### config.mk
export PLATFORM = sky130hd
export DESIGN_NAME = hazard_controller_flat
export DESIGN_NICKNAME = d
export VERILOG_FILES = /design/src/rtl/hazard_controller_if.sv /design/src/rtl/hazard_controller.sv /design/src/flat_wrapper.sv
export SDC_FILE = /design/constraint.sdc
export NUM_CORES = 1
export LEC_CHECK = 0
export CAP_MARGIN = 20
export CORE_MARGIN = 3
export CORE_UTILIZATION = 40
export CTS_BUF_LIST = sky130_fd_sc_hd__clkbuf_8 sky130_fd_sc_hd__clkbuf_16
export DETAILED_ROUTE_END_ITERATION = 8
export DONT_BUFFER_PORTS = 1
export PLACE_DENSITY = 0.56
export SLEW_MARGIN = 10
export SYNTH_ARGS = -nofsm -noshare
export SYNTH_HDL_FRONTEND = slang
export SYNTH_SLANG_ARGS = --single-unit
### constraint.sdc
create_clock -name clk -period 3.5 [get_ports clk]
set_clock_uncertainty 0.15 [all_clocks]
set_input_delay 0.525 -clock clk [delete_from_list [all_inputs] [get_ports clk]]
set_output_delay 0.525 -clock clk [all_outputs]
set_load 0.01 [all_outputs]
### src/rtl/hazard_controller_if.sv
// ID-stage instruction fields into the hazard controller and pipeline controls back out.
// Master is the pipeline/decoder side; slave is the hazard controller.
interface hazard_controller_if #(
    parameter int REG_ADDR_W  = 5,
    parameter int STALL_CNT_W = 16
);
    logic                   id_valid;
    logic [REG_ADDR_W-1:0]  id_rs;
    logic [REG_ADDR_W-1:0]  id_rt;
    logic                   id_uses_rs;
    logic                   id_uses_rt;
    logic                   id_reg_write;
    logic                   id_mem_read;
    logic [REG_ADDR_W-1:0]  id_write_register;
    logic                   ex_branch_taken;

    logic                   pc_write_en;
    logic                   if_id_write_en;
    logic                   if_id_flush;
    logic                   id_ex_bubble;
    logic [1:0]             forward_a;
    logic [1:0]             forward_b;
    logic [STALL_CNT_W-1:0] stall_count;

    modport master (
        output id_valid, id_rs, id_rt, id_uses_rs, id_uses_rt, id_reg_write,
               id_mem_read, id_write_register, ex_branch_taken,
        input  pc_write_en, if_id_write_en, if_id_flush, id_ex_bubble,
               forward_a, forward_b, stall_count
    );

    modport slave (
        input  id_valid, id_rs, id_rt, id_uses_rs, id_uses_rt, id_reg_write,
               id_mem_read, id_write_register, ex_branch_taken,
        output pc_write_en, if_id_write_en, if_id_flush, id_ex_bubble,
               forward_a, forward_b, stall_count
    );
endinterface

### src/rtl/hazard_controller.sv
// RAW/load-use hazard sequencer and forwarding select for the 5-stage core (HAZARD_FORWARD_EN enables forwarding).
// Latency: stall/bubble/flush combinational from ID + shadow pipe; forward selects registered, 1 cycle.
// Backpressure: a hazard holds PC and IF/ID and injects a bubble into ID/EX; a taken branch overrides.
module hazard_controller #(
    parameter int REG_ADDR_W  = 5,
    parameter int STALL_CNT_W = 16
) (
    input  logic              clk,
    input  logic              reset,
    hazard_controller_if.slave hif
);

    typedef logic [REG_ADDR_W-1:0] reg_t;

    // An instruction leaving MEM has already written the regfile before ID reads it,
    // so only the EX and MEM shadow slots can ever produce a hazard or a forward.
    typedef struct packed {
        logic wr;
        reg_t dest;
    } slot_t;

    typedef enum logic {
        RUN   = 1'b0,
        STALL = 1'b1
    } state_t;

    state_t                 state_q, state_d;
    slot_t                  ex_q, ex_d;
    slot_t                  mem_q, mem_d;
    logic [STALL_CNT_W-1:0] cnt_q, cnt_d;

    logic hazard;
    logic stall;
    logic pc_we;
    logic ifid_we;
    logic flush;
    logic bubble;

    function automatic logic hit(input slot_t s, input reg_t r, input logic used);
        return used && s.wr && (s.dest == r) && (r != '0);
    endfunction

`ifdef HAZARD_FORWARD_EN
    logic       ex_ld_q, ex_ld_d;
    logic [1:0] fwd_a_q, fwd_a_d;
    logic [1:0] fwd_b_q, fwd_b_d;

    function automatic logic [1:0] fwd_sel(input slot_t ex, input slot_t mem,
                                           input reg_t r, input logic used);
        if (hit(ex, r, used))       return 2'b10;
        else if (hit(mem, r, used)) return 2'b01;
        else                        return 2'b00;
    endfunction
`endif

    always_comb begin : hazard_detect
        hazard = 1'b0;
        if (hif.id_valid) begin
`ifdef HAZARD_FORWARD_EN
            hazard = ex_ld_q && (hit(ex_q, hif.id_rs, hif.id_uses_rs) ||
                                 hit(ex_q, hif.id_rt, hif.id_uses_rt));
`else
            hazard = hit(ex_q,  hif.id_rs, hif.id_uses_rs) || hit(ex_q,  hif.id_rt, hif.id_uses_rt) ||
                     hit(mem_q, hif.id_rs, hif.id_uses_rs) || hit(mem_q, hif.id_rt, hif.id_uses_rt);
`endif
        end
    end

    // A taken branch flushes the ID instruction, so its hazard is moot.
    assign stall = hazard && !hif.ex_branch_taken;

    always_comb begin : next_state
        state_d = stall ? STALL : RUN;
    end

    always_comb begin : fsm_outputs
        pc_we   = 1'b1;
        ifid_we = 1'b1;
        flush   = 1'b0;
        bubble  = 1'b0;
        if (reset) begin
            pc_we   = 1'b0;
            ifid_we = 1'b0;
            flush   = 1'b1;
            bubble  = 1'b1;
        end else if (hif.ex_branch_taken) begin
            flush  = 1'b1;
            bubble = 1'b1;
        end else begin
            case (state_q)
                RUN: begin
                    if (hazard) begin
                        pc_we   = 1'b0;
                        ifid_we = 1'b0;
                        bubble  = 1'b1;
                    end
                end
                STALL: begin
                    if (hazard) begin
                        pc_we   = 1'b0;
                        ifid_we = 1'b0;
                        bubble  = 1'b1;
                    end
                end
                default: ;
            endcase
        end
    end

    always_comb begin : datapath_next
        ex_d.wr   = hif.id_valid && !bubble && hif.id_reg_write;
        ex_d.dest = hif.id_write_register;
        mem_d     = ex_q;
        cnt_d     = cnt_q;
        if (stall && (cnt_q != {STALL_CNT_W{1'b1}})) begin
            cnt_d = cnt_q + {{(STALL_CNT_W-1){1'b0}}, 1'b1};
        end
`ifdef HAZARD_FORWARD_EN
        ex_ld_d = hif.id_valid && !bubble && hif.id_mem_read;
        fwd_a_d = fwd_a_q;
        fwd_b_d = fwd_b_q;
        if (hif.ex_branch_taken) begin
            fwd_a_d = 2'b00;
            fwd_b_d = 2'b00;
        end else if (!stall) begin
            fwd_a_d = fwd_sel(ex_q, mem_q, hif.id_rs, hif.id_uses_rs);
            fwd_b_d = fwd_sel(ex_q, mem_q, hif.id_rt, hif.id_uses_rt);
        end
`endif
    end

    always_ff @(posedge clk) begin : state_regs
        if (reset) begin
            state_q <= RUN;
            ex_q    <= '0;
            mem_q   <= '0;
            cnt_q   <= '0;
`ifdef HAZARD_FORWARD_EN
            ex_ld_q <= 1'b0;
            fwd_a_q <= 2'b00;
            fwd_b_q <= 2'b00;
`endif
        end else begin
            state_q <= state_d;
            ex_q    <= ex_d;
            mem_q   <= mem_d;
            cnt_q   <= cnt_d;
`ifdef HAZARD_FORWARD_EN
            ex_ld_q <= ex_ld_d;
            fwd_a_q <= fwd_a_d;
            fwd_b_q <= fwd_b_d;
`endif
        end
    end

    assign hif.pc_write_en    = pc_we;
    assign hif.if_id_write_en = ifid_we;
    assign hif.if_id_flush    = flush;
    assign hif.id_ex_bubble   = bubble;
    assign hif.stall_count    = cnt_q;
`ifdef HAZARD_FORWARD_EN
    assign hif.forward_a      = fwd_a_q;
    assign hif.forward_b      = fwd_b_q;
`else
    assign hif.forward_a      = 2'b00;
    assign hif.forward_b      = 2'b00;
`endif

endmodule
### src/flat_wrapper.sv
// flat-port wrapper written by rule: the top's interface ports become plain ports
module hazard_controller_flat 
#(
    parameter int REG_ADDR_W  = 5,
    parameter int STALL_CNT_W = 16
)
  (clk, reset, hif_id_valid, hif_id_rs, hif_id_rt, hif_id_uses_rs, hif_id_uses_rt, hif_id_reg_write, hif_id_mem_read, hif_id_write_register, hif_ex_branch_taken, hif_pc_write_en, hif_if_id_write_en, hif_if_id_flush, hif_id_ex_bubble, hif_forward_a, hif_forward_b, hif_stall_count);
  hazard_controller_if #(.REG_ADDR_W(REG_ADDR_W), .STALL_CNT_W(STALL_CNT_W)) hif_i ();
  input  logic clk;
  input  logic reset;
  input wire logic [$bits(hif_i.id_valid)-1:0] hif_id_valid;
  input wire logic [$bits(hif_i.id_rs)-1:0] hif_id_rs;
  input wire logic [$bits(hif_i.id_rt)-1:0] hif_id_rt;
  input wire logic [$bits(hif_i.id_uses_rs)-1:0] hif_id_uses_rs;
  input wire logic [$bits(hif_i.id_uses_rt)-1:0] hif_id_uses_rt;
  input wire logic [$bits(hif_i.id_reg_write)-1:0] hif_id_reg_write;
  input wire logic [$bits(hif_i.id_mem_read)-1:0] hif_id_mem_read;
  input wire logic [$bits(hif_i.id_write_register)-1:0] hif_id_write_register;
  input wire logic [$bits(hif_i.ex_branch_taken)-1:0] hif_ex_branch_taken;
  output wire logic [$bits(hif_i.pc_write_en)-1:0] hif_pc_write_en;
  output wire logic [$bits(hif_i.if_id_write_en)-1:0] hif_if_id_write_en;
  output wire logic [$bits(hif_i.if_id_flush)-1:0] hif_if_id_flush;
  output wire logic [$bits(hif_i.id_ex_bubble)-1:0] hif_id_ex_bubble;
  output wire logic [$bits(hif_i.forward_a)-1:0] hif_forward_a;
  output wire logic [$bits(hif_i.forward_b)-1:0] hif_forward_b;
  output wire logic [$bits(hif_i.stall_count)-1:0] hif_stall_count;
  assign hif_i.id_valid = hif_id_valid;
  assign hif_i.id_rs = hif_id_rs;
  assign hif_i.id_rt = hif_id_rt;
  assign hif_i.id_uses_rs = hif_id_uses_rs;
  assign hif_i.id_uses_rt = hif_id_uses_rt;
  assign hif_i.id_reg_write = hif_id_reg_write;
  assign hif_i.id_mem_read = hif_id_mem_read;
  assign hif_i.id_write_register = hif_id_write_register;
  assign hif_i.ex_branch_taken = hif_ex_branch_taken;
  assign hif_pc_write_en = hif_i.pc_write_en;
  assign hif_if_id_write_en = hif_i.if_id_write_en;
  assign hif_if_id_flush = hif_i.if_id_flush;
  assign hif_id_ex_bubble = hif_i.id_ex_bubble;
  assign hif_forward_a = hif_i.forward_a;
  assign hif_forward_b = hif_i.forward_b;
  assign hif_stall_count = hif_i.stall_count;
  hazard_controller #(.REG_ADDR_W(REG_ADDR_W), .STALL_CNT_W(STALL_CNT_W)) u_core (.clk(clk), .reset(reset), .hif(hif_i));
endmodule
==> metrics list <==
- The worst setup path is launched from an input port.
- In this run, the clock network consumes approximately 40% of the power.
- The final layout contains routed wiring with a total length of around 3400 um.
- Hold slack final: between 0.15 and 0.2 ns
- Worst R2R Start: u_core.hif.stall_count[0]$_SDFFE_PP0P_
- Run status: finished, final reports clean
- The die is roughly 68 um tall.
- Synthesized flop and latch total: 28
* Final total negative setup slack: 0 ns
* Crit Path Category: input port to primary output
- Number of flops mapped to enable cells by yosys: 0
- After clock tree synthesis, the setup repair step added 0 buffers.
* Maximum number of pins on one net before global-route repair: 31
* Iteration count of the initial detailed-routing pass: 4
- Average wire per standard cell: between 15 and 20 um
- Initial antenna violation count: 0
- Top achievable clock speed: roughly 350 MHz
* Share of layout cells above drive strength 1: between 5 and 6%
* Clock latency of the later-clocked register in the worst-skew pair: around 0.27 ns
- The HPWL after detailed placement is between 2000 and 3000 um.
- Path class of the lowest-slack min-delay path: input port to register
- The internal power of the cells totals between 0.4 and 0.5 mW.
- Clock tree synthesis selected as its root buffer the cell clkbuf_8.
- Headroom to the max-slew limit came out at between 60% and 70%.
* Maximum level of the CTS H-tree: 1
* Area of the die: about 4600 um2
- Quantity of gates resized following cts: 0
* DP Area: 1510 um2
* Number of instances in the synthesized netlist: between 150 and 200
* Post-layout min period: about 2.8 ns
* CTS tree: yes
* Power per cell area: between 300 and 400 nW/um2
* RSZ-0062 raised after global routing: no
- Maximum buffer depth of the clock tree: 2
* Routability congestion estimate: 0.862
- The number of antenna diodes in the final layout is 0.
- Peak supply drop: about 0.00016 V
- Worst Hold Depth: 1
- Synth Flop Type: dfxtp_1
* Global-route usage over all layers: ~15%
- At the worst endpoint, the arrival time is 2.15 ns.
* Total CTS buffers: 3
- Measured along the x axis, the die boundary spans approximately 68 um.
- Number of placement rows: 21
* Layout overhead on the synthesized area: 3.95%
- Clock-pin slew of the registers on the worst-case setup and hold paths: ~0.09 ns
- Number of standard cells in the layout, taps in and fillers out: 217
- The final critical path takes up just over 80% of the cycle.
* Number of warning messages in the yosys log: 0
- The total area inside the core boundary comes to between 3000 and 4000 um2.
- In the routed design, unresolved DRC markers number 0.
- Endpoints failing hold: 0
- Static Leak: between 0.4 and 0.5 nW
- After global routing the overflow that remains totals 0.
- Total of hold buffers inserted after clock tree synthesis: 0
- A synthesized cell averages 8.68 um2.
- For this block, the via count after detailed routing is 1255.
- Distinct cell type count after synthesis: 37
- For the worst setup path, the data required time is around 2.8 ns.
- MaxCap Viol Count: 0
- Power spent charging and discharging nets: between 0.1 and 0.15 mW
- Across the whole layout, storage elements account for 561 um2.
* Max-slew violation count: 0
- Along the worst path, the maximum fanout reaches 10.
* Clock Sink Count: 28
* Register share of total power: a little over half
* Number of I/O port buffers: 0
- Global-route wire length before repair: 5460 um
- Post-synthesis sequential area ratio: between 30 and 40%
* Multi-input gate area: roughly 860 um2
- Counting the fill cells in the layout gives 365.
* Remaining antenna violation count: 0
- Drt via density: 5.78
* Mapped Area: about 1500 um2
* Switch share: a little under 20%
- Measured in cells, the most critical reg-to-reg path has a length of 8.
- Setup violations remaining at the end of the flow were counted as 0.
- The via count of the first global-routing pass was 1189.
* Launch instance of the worst min-delay path: reset
- Nets: 196
- Number of DRC markers in iteration 0: 66
- Worst min-delay path endpoint: u_core.hif.stall_count[15]$_SDFFE_PP0P_
* IO Count: between 40 and 50
- Start point of the critical path: hif_id_rt[1]
- Of all flip-flops after synthesis, the portion carrying an async set or reset was 0%.
* Share of total power in combinational logic: under 10%
- Once the floorplan was initialized, standard cells occupied 43.5% of the core.
- Counting tap cells, the placed design contains a total of around 210 instances.
- Least-Margin Pin Slew: around 0.53 ns
- STA classifies the critical path endpoint as a primary output.
- R2r endpoint: u_core.hif.stall_count[1]$_SDFFE_PP0P_
- In this run the register-to-register setup slack is 0.80 ns.
* Final design area excluding fillers: between 1500 and 2000 um2
## logic make-up (layout without fill, tap and decap cells)
family | count (synthesis) | in the layout | share of synthesized area (%)
other | 1 | 4 | 0.247
adders and majority gates | 1 | 1 | 0.824
DFF | 28 | 28 | 36.9
muxes | 2 | 2 | 1.40
AOI/OAI and AO/OA | 32 | 32 | 13.5
buffers and inverters | 17 | 10 | 7.00
xor gates and xnor gates | 21 | 21 | 12.1
and+or+nand+nor | 73 | 73 | 28.0
## synthesized netlist by cell type (2+ instances only)
master	n	share of area, %
o22ai_1	2	0.82
a21oi_1	13	4.3
or4b_1	4	2.6
nor4_1	2	0.82
o41ai_1	4	2.3
nand3_1	7	2.3
a22oi_2	2	1.6
xnor2_1	20	12
nand2_1	9	2.2
clkbuf_1	4	0.99
or3_1	9	3.7
buf_4	5	2.5
dfxtp_1	28	37
nor2b_1	12	4.9
o21ai_1	8	2.6
inv_1	5	1.2
or4_1	3	1.5
nand4_1	11	4.5
nor2_1	7	1.7
nor3_1	3	0.99
## flip-flops by register name, summed over array words and instances, names as in the netlist
| name | count |
|---|---|
| u_core.ex_q | 6 |
| u_core.hif.stall_count | 16 |
| u_core.mem_q | 6 |
## per-stage QoR
stage / total power [mW] / setup slack (ns) / utilization [%]
final: 0.619 / 0.671 / 45.2
after global routing: 0.643 / 0.533 / 45.2
after CTS: 0.627 / 0.650 / 45.2
after detailed placement: 0.374 / 0.651 / 43.1
after global placement: 0.372 / 0.672 / 43.1
after floorplan: 0.378 / 0.766 / -
## worst max-delay path, cell delays in order
cell	delay, ns
or4_1	0.52
o211ai_1	0.24
inv_1	0.08
a22oi_2	0.39
nor2_1	0.07
nor2_1	0.32
## per-layer routing
layer  GRT usage [%]  wire length (um)
met5               0                 0
met4            3.54                21
met3            5.16               287
met2            25.6              1630
met1            19.2              1420
## power by group through the flow
stage | Combinational, mW | Sequential [mW] | Clock, mW
finish | 0.0358 | 0.330 | 0.253
global route | 0.0398 | 0.331 | 0.272
CTS | 0.0363 | 0.331 | 0.261
detailed placement | 0.0362 | 0.338 | 0
global placement | 0.0343 | 0.338 | 0
floorplan | 0.0416 | 0.336 | 0
## placed cells by master (no fill, tap or decap), types with 2 or more instances in the layout
master | Yosys | layout
a22oi_2 | 2 | 2
nor4_1 | 2 | 2
nor2_1 | 7 | 7
or4b_1 | 4 | 4
or3_1 | 9 | 9
or4_1 | 3 | 3
xnor2_1 | 20 | 20
dfxtp_1 | 28 | 28
nor2b_1 | 12 | 12
clkbuf_8 | 0 | 3
o21ai_1 | 8 | 8
nand2_1 | 9 | 9
nor3_1 | 3 | 3
o41ai_1 | 4 | 4
nand4_1 | 11 | 11
a21oi_1 | 13 | 13
inv_1 | 5 | 5
o22ai_1 | 2 | 2
nand3_1 | 7 | 7
conb_1 | 1 | 4
## layout make-up
class	count	share of cell area, %
Clock buffer	3	2.61
Multi-Input combinational cell	133	54.7
Sequential cell	28	35.5
Timing Repair Buffer	1	0.475
Inverter	5	1.19
Clock inverter	1	1.90
Tap cell	46	3.65
## how the worst max path moves through the flow
stage                                    end  slack [ns]  cells after the start
after global routing      hif_if_id_write_en        0.53                      6
final                     hif_if_id_write_en        0.67                      6
after detailed placement  hif_if_id_write_en        0.65                      6
after floorplan              hif_pc_write_en        0.77                      7
after CTS                 hif_if_id_write_en        0.65                      6
after global placement    hif_if_id_write_en        0.67                      6
Power figures use the tool's default switching activity.
